File: src/rtl/dmem_arb_pkg.sv
// dmem_arb_pkg
// Shared definitions for the data-memory port arbiter:
//   dmem_arb_state_t : beat sequencer states
//   HALF_STEP        : byte offset between the low and high halfword of a word
//   WAIT_W           : width of the fetch starvation counter
package dmem_arb_pkg;

  typedef enum logic [2:0] {
    IDLE,
    D_LO,
    D_HI,
    D_TAIL,
    D_ERR,
    F_BEAT,
    F_TAIL
  } dmem_arb_state_t;

  localparam logic [31:0] HALF_STEP = 32'd2;
  localparam int          WAIT_W    = 4;

endpackage

File: src/rtl/dmem_port_arbiter.sv
// dmem_port_arbiter
// Shares one 16-bit data-memory port between the execute/mem stage (32-bit
// loads/stores, split into two halfword beats) and the fetch stage (16-bit
// halfwords). Data has priority; fetch takes over after FETCH_MAX_WAIT
// consecutive lost arbitrations.
//
// Ports:
//   clk_i, rst_i                 clock, asynchronous active-low reset
//   d_req_i/d_we_i/d_addr_i/
//   d_wdata_i                    data request (held until d_gnt_o)
//   d_gnt_o, d_done_o, d_err_o,
//   d_rdata_o, d_busy_o          data grant, completion, error, load data, stall
//   f_req_i/f_addr_i             fetch request (held until f_gnt_o)
//   f_gnt_o, f_rvalid_o,
//   f_rdata_o                    fetch grant, data valid pulse, halfword
//   mem_addr_o, mem_re_o,
//   mem_we_o, mem_wdata_o,
//   mem_rdata_i                  memory port; read data arrives one cycle
//                                after mem_re_o
module dmem_port_arbiter
  import dmem_arb_pkg::*;
#(
  parameter int FETCH_MAX_WAIT = 4
) (
  input  logic        clk_i,
  input  logic        rst_i,
  input  logic        d_req_i,
  input  logic        d_we_i,
  input  logic [31:0] d_addr_i,
  input  logic [31:0] d_wdata_i,
  output logic        d_gnt_o,
  output logic        d_done_o,
  output logic        d_err_o,
  output logic [31:0] d_rdata_o,
  output logic        d_busy_o,
  input  logic        f_req_i,
  input  logic [31:0] f_addr_i,
  output logic        f_gnt_o,
  output logic        f_rvalid_o,
  output logic [15:0] f_rdata_o,
  output logic [31:0] mem_addr_o,
  output logic        mem_re_o,
  output logic        mem_we_o,
  output logic [15:0] mem_wdata_o,
  input  logic [15:0] mem_rdata_i
);

  localparam logic [WAIT_W-1:0] MAX_WAIT = WAIT_W'(FETCH_MAX_WAIT);

  dmem_arb_state_t   state_q, state_d;
  logic [31:0]       addr_q;
  logic [31:0]       wdata_q;
  logic              we_q;
  logic [15:0]       lo_q;
  logic [WAIT_W-1:0] wait_q;
  logic              data_state;

  // State, latched request fields, captured low half of a load and the
  // fetch starvation counter. The counter only moves in IDLE when fetch
  // loses to data, so it never climbs past MAX_WAIT in practice; the
  // saturation guard just keeps it from wrapping.
  always_ff @(posedge clk_i or negedge rst_i) begin
    if (!rst_i) begin
      state_q <= IDLE;
      addr_q  <= '0;
      wdata_q <= '0;
      we_q    <= 1'b0;
      lo_q    <= '0;
      wait_q  <= '0;
    end else begin
      state_q <= state_d;
      if (d_gnt_o) begin
        addr_q  <= d_addr_i;
        wdata_q <= d_wdata_i;
        we_q    <= d_we_i;
      end else if (f_gnt_o) begin
        addr_q  <= f_addr_i;
        wdata_q <= '0;
        we_q    <= 1'b0;
      end
      if (state_q == D_HI && !we_q) begin
        lo_q <= mem_rdata_i;
      end
      if (f_gnt_o) begin
        wait_q <= '0;
      end else if (d_gnt_o && f_req_i && wait_q != '1) begin
        wait_q <= wait_q + WAIT_W'(1);
      end
    end
  end

  // Arbitration in IDLE and the beat sequencer. Grants depend on the
  // request inputs, but every mem_* output is decoded purely from state and
  // latched registers. Grants are gated by rst_i so that all outputs read 0
  // while reset is held, even though IDLE is the reset state.
  always_comb begin
    state_d     = state_q;
    d_gnt_o     = 1'b0;
    d_done_o    = 1'b0;
    d_err_o     = 1'b0;
    d_rdata_o   = '0;
    f_gnt_o     = 1'b0;
    f_rvalid_o  = 1'b0;
    f_rdata_o   = '0;
    mem_addr_o  = '0;
    mem_re_o    = 1'b0;
    mem_we_o    = 1'b0;
    mem_wdata_o = '0;

    case (state_q)
      IDLE: begin
        if (rst_i) begin
          if (d_req_i && !(f_req_i && wait_q == MAX_WAIT)) begin
            d_gnt_o = 1'b1;
            state_d = d_addr_i[0] ? D_ERR : D_LO;
          end else if (f_req_i) begin
            f_gnt_o = 1'b1;
            state_d = F_BEAT;
          end
        end
      end
      D_LO: begin
        mem_addr_o  = addr_q;
        mem_wdata_o = wdata_q[15:0];
        mem_we_o    = we_q;
        mem_re_o    = ~we_q;
        state_d     = D_HI;
      end
      D_HI: begin
        mem_addr_o  = addr_q + HALF_STEP;
        mem_wdata_o = wdata_q[31:16];
        mem_we_o    = we_q;
        mem_re_o    = ~we_q;
        if (we_q) begin
          d_done_o = 1'b1;
          state_d  = IDLE;
        end else begin
          state_d  = D_TAIL;
        end
      end
      D_TAIL: begin
        d_done_o  = 1'b1;
        d_rdata_o = {mem_rdata_i, lo_q};
        state_d   = IDLE;
      end
      D_ERR: begin
        d_done_o = 1'b1;
        d_err_o  = 1'b1;
        state_d  = IDLE;
      end
      F_BEAT: begin
        mem_addr_o = addr_q;
        mem_re_o   = 1'b1;
        state_d    = F_TAIL;
      end
      F_TAIL: begin
        f_rvalid_o = 1'b1;
        f_rdata_o  = mem_rdata_i;
        state_d    = IDLE;
      end
      default: begin
        state_d = IDLE;
      end
    endcase
  end

  // Execute stalls while a data request waits in IDLE or a data access is
  // still in flight; the completion cycle itself releases the stall.
  assign data_state = (state_q == D_LO) || (state_q == D_HI) ||
                      (state_q == D_TAIL) || (state_q == D_ERR);
  assign d_busy_o   = (rst_i && state_q == IDLE && d_req_i) ||
                      (data_state && !d_done_o);

endmodule

File: config.mk
export PLATFORM = sky130hd
export DESIGN_NAME = dmem_port_arbiter
export DESIGN_NICKNAME = d
export VERILOG_FILES = /design/src/rtl/dmem_arb_pkg.sv /design/src/rtl/dmem_port_arbiter.sv
export SDC_FILE = /design/constraint.sdc
export NUM_CORES = 1
export LEC_CHECK = 0
export ABC_AREA = 0
export ABC_CLOCK_PERIOD_IN_PS = 2700
export BUFFER_PORTS_ARGS = -buffer_cell sky130_fd_sc_hd__buf_2
export CAP_MARGIN = 20
export CORE_AREA = 2 2 134 136
export DETAILED_ROUTE_END_ITERATION = 8
export DIE_AREA = 0 0 136 138
export PLACE_DENSITY = 0.51
export SKIP_LAST_GASP = 1
export SLEW_MARGIN = 20
export SYNTH_ARGS = -nofsm -noshare
export SYNTH_HDL_FRONTEND = slang
export SYNTH_SLANG_ARGS = --single-unit
File: constraint.sdc
create_clock -name clk_i -period 2.7 [get_ports clk_i]
set_input_delay 0.27 -clock clk_i [delete_from_list [all_inputs] [get_ports clk_i]]
set_output_delay 0.27 -clock clk_i [all_outputs]
set_load 0.05 [all_outputs]
==> impl_metrics.py <==
metrics = {
    "run_status": {
        "outcome": "finished clean",
    },
    "timing": {
        "maxSlewViolCount": 0,
        "timing.fmax_ghz": 0.378,
        "setup_tns_ns": 0,
        "grt_setup_unrepaired": "yes",
        "min_period_ns": 2.65,
        "finalClockSkew_ns": 0.00631,
        "slew_headroom_pct": 36.8,
        "max_slew.worst_pin.slew_ns": 0.949,
        "min_period_over_period_pct": 98.0,
        "setup_viol": 0,
        "finalHoldViolCount": 0,
        "layout_setup_ws_ns": 0.0532,
    },
    "cts": {
        "numCtsBuffers": 9,
        "tritoncts": "built",
        "cts.sinks": 88,
        "cts_buffer_depth": 2,
        "cts_root_buf": "clkbuf_16",
        "insertion_delay_ns": 0.34,
        "clkTransAtPathRegs_ns": 0.07,
        "cts_max_level": 3,
    },
    "pwr": {
        "power_density_mw_per_mm2": 1150,
        "total_power_w": 0.00789,
        "p_leak_nw": 3.37,
        "peakVddDrop_mv": 0.494,
    },
    "yosys": {
        "synth.avg_cell_area_um2": 9.42,
        "syn_nets": 665,
        "async_flop_share_pct": 100,
        "syn_area_mm2": 0.00513,
        "yosys.cell_count.top_type": "dfrtp_1",
        "ys_seq_area_share_pct": 42.9,
        "synth_common_cells": "88 x dfrtp_1, 67 x nand2_1, 59 x o21ai_0",
        "synthTopCellsByArea": "dfrtp_1 43%, a22o_1 8.5%, mux2i_1 6.2%, and2_1 6.2%, o21ai_0 5.8%",
        "syn_inst": 545,
        "synth_top_area_share_pct": 42.9,
        "synth_edf_count": 0,
        "ys.flop_type": "dfrtp_1",
        "yosysWarnings": 0,
        "yosys.area.top_type": "dfrtp_1",
        "synth_seq_cells": 88,
        "synth.distinct_cells": 50,
    },
    "cells_and_area": {
        "fin_cells": 986,
        "fin_nets": 872,
        "num_antenna_cells": 0,
        "syn_to_final_growth_pct": 33.4,
        "post-route-util_pct": 39.1,
        "drive_gt1_share_pct": 38.7,
        "nFillCells": 1850,
    },
    "route": {
        "drc": 0,
        "initialDrtViolationCount": 272,
        "via_per_inst": 4.96,
        "first_pass_iters": 4,
        "drtAntennaViolNets": 0,
        "dr_total_vias": 4893,
        "wl_per_cell_um": 15.5,
        "wl_mm": 15.3,
    },
    "critical_path": {
        "path_max_fanout": 17,
        "critPathArrivalTime_ns": 2.38,
        "crit_required_ns": 2.43,
        "crit_path_start_kind": "flop",
        "critPathKind": "flop to primary output",
        "setup.worst_path.end_class": "primary output",
    },
    "placed_design": {
        "dp.cells": 967,
        "gp_congestion": 0.801,
        "dp_hpwl_mm": 10.9,
        "io_buffer_count": 220,
        "pre_cts_ws_ns": 0.323,
    },
    "grt": {
        "gr-total-overflow": 0,
        "grt.total_usage_pct": 16.2,
        "grt_pass1_vias": 4808,
        "grt_antenna_before_repair": 0,
        "grt_max_degree": 98,
        "grt_pass1_wl_mm": 24.5,
    },
    "die": {
        "io_pins": 221,
        "dieArea_mm2": 0.0188,
        "die_h_um": 138,
        "row_count": 49,
        "die_x_um": 136,
        "start_util_pct": 29.3,
        "coreArea_mm2": 0.0175,
    },
    "min_path": {
        "hold_path.class": "input pin to flop",
    },
    "flow_run": {
        "cap_violations": 0,
    },
}
==> registers in the layout, summed over array words and instances (netlist names) <==
register  flops
addr_q       32
wait_q        4
we_q          1
state_q       3
lo_q         16
wdata_q      32
==> metrics by stage <==
step / instance area [µm²] / hold slack [ns]
3_5_place_dp: 6450 / 0.293
4_1_cts: 6800 / 0.133
3_3_place_gp: 6450 / 0.297
6_report: 6850 / 0.148
5_1_grt: 6850 / 0.138
2_1_floorplan: 5140 / -0.0256
==> cell families (layout without fill, tap and decap cells) <==
| logic type | Yosys count | count (layout) | share of synthesized area [%] |
|---|---|---|---|
| AOI/OAI and AO/OA | 169 | 169 | 21.8 |
| xor gates and xnor gates | 3 | 3 | 0.512 |
| adders and majority gates | 3 | 3 | 0.731 |
| buffers and inverters | 50 | 262 | 4.85 |
| DFF | 88 | 88 | 42.9 |
| muxes | 48 | 48 | 9.75 |
| and+or+nand+nor | 184 | 184 | 19.5 |
==> routing by layer <==
metal  part of all wire, %  track usage, %
met1                    44            21.3
met2                    46            26.3
met4                   2.9            6.63
met5                     0               0
met3                   6.7            2.90
==> worst max-delay path, stage by stage (launching register included) <==
cell     delay, ns
dfrtp_1       0.48
inv_2         0.18
and3_1        0.24
buf_4         0.25
nand3_1       0.18
o31ai_1       0.36
buf_2         0.34
==> cell usage in the layout, fill, tap and decap left out, drive strengths merged, types with 3 or more instances in the layout <==
master    n
nor3      3
o21ai    76
mux2     16
nor2     14
clkbuf   12
a21oi    10
inv       9
and3      8
a31oi    10
o31ai     4
and2     51
or4       3
nand2b    3
a22o     50
nand3    16
nand2    67
ha        3
a41oi     4
buf     236
o311ai    3
dfrtp    88
o211ai    5
mux2i    32
nand4    11
==> cell type report <==
type | instances | area, µm² | area share [%]
repair buffers | 239 | 1270 | 18.6
well taps | 229 | 287 | 4.18
clock inverters | 6 | 90.1 | 1.32
clock buffers | 10 | 239 | 3.49
inverters | 7 | 26.3 | 0.384
flip-flops and latches | 88 | 2210 | 32.2
multi-input cells | 407 | 2730 | 39.9
==> path summary, 6_finish.rpt <==
| path | start | endpoint | slack (ns) | cells after the start |
|---|---|---|---|---|
| setup / recovery | state_q[0]$_DFFE_PN0P_ | mem_addr_o[21] | 0.05 | 6 |
| hold / removal | d_wdata_i[0] | wdata_q[0]$_DFFE_PN0P_ | 0.15 | 2 |
| setup reg to reg | state_q[1]$_DFFE_PN0P_ | addr_q[30]$_DFFE_PN0P_ | 0.54 | 6 |
| hold reg to reg | addr_q[0]$_DFFE_PN0P_ | addr_q[0]$_DFFE_PN0P_ | 0.48 | 2 |
| max in group asynchronous | rst_i | addr_q[11]$_DFFE_PN0P_ | 0.95 | 4 |
| min in group asynchronous | rst_i | wait_q[2]$_DFFE_PN0P_ | 0.53 | 3 |
==> where the power goes <==
part	switching (W)	leakage (nW)	total, W	internal [W]
Sequential	0.000589	1.10	0.00250	0.00191
Combinational	0.00274	2.12	0.00399	0.00125
Clock	0.000553	0.159	0.00139	0.000842
==> what timing repair did <==
| item | in CTS | in global routing |
|---|---|---|
| hold endpoints to repair | 22 | 0 |
| setup buffers | 0 | 2 |
| gates resized for setup | 3 | 12 |
| setup endpoints to repair | 3 | 11 |
| hold buffers | 1 | 0 |
| pin swaps | 0 | 1 |
Power figures use the tool's default switching activity.
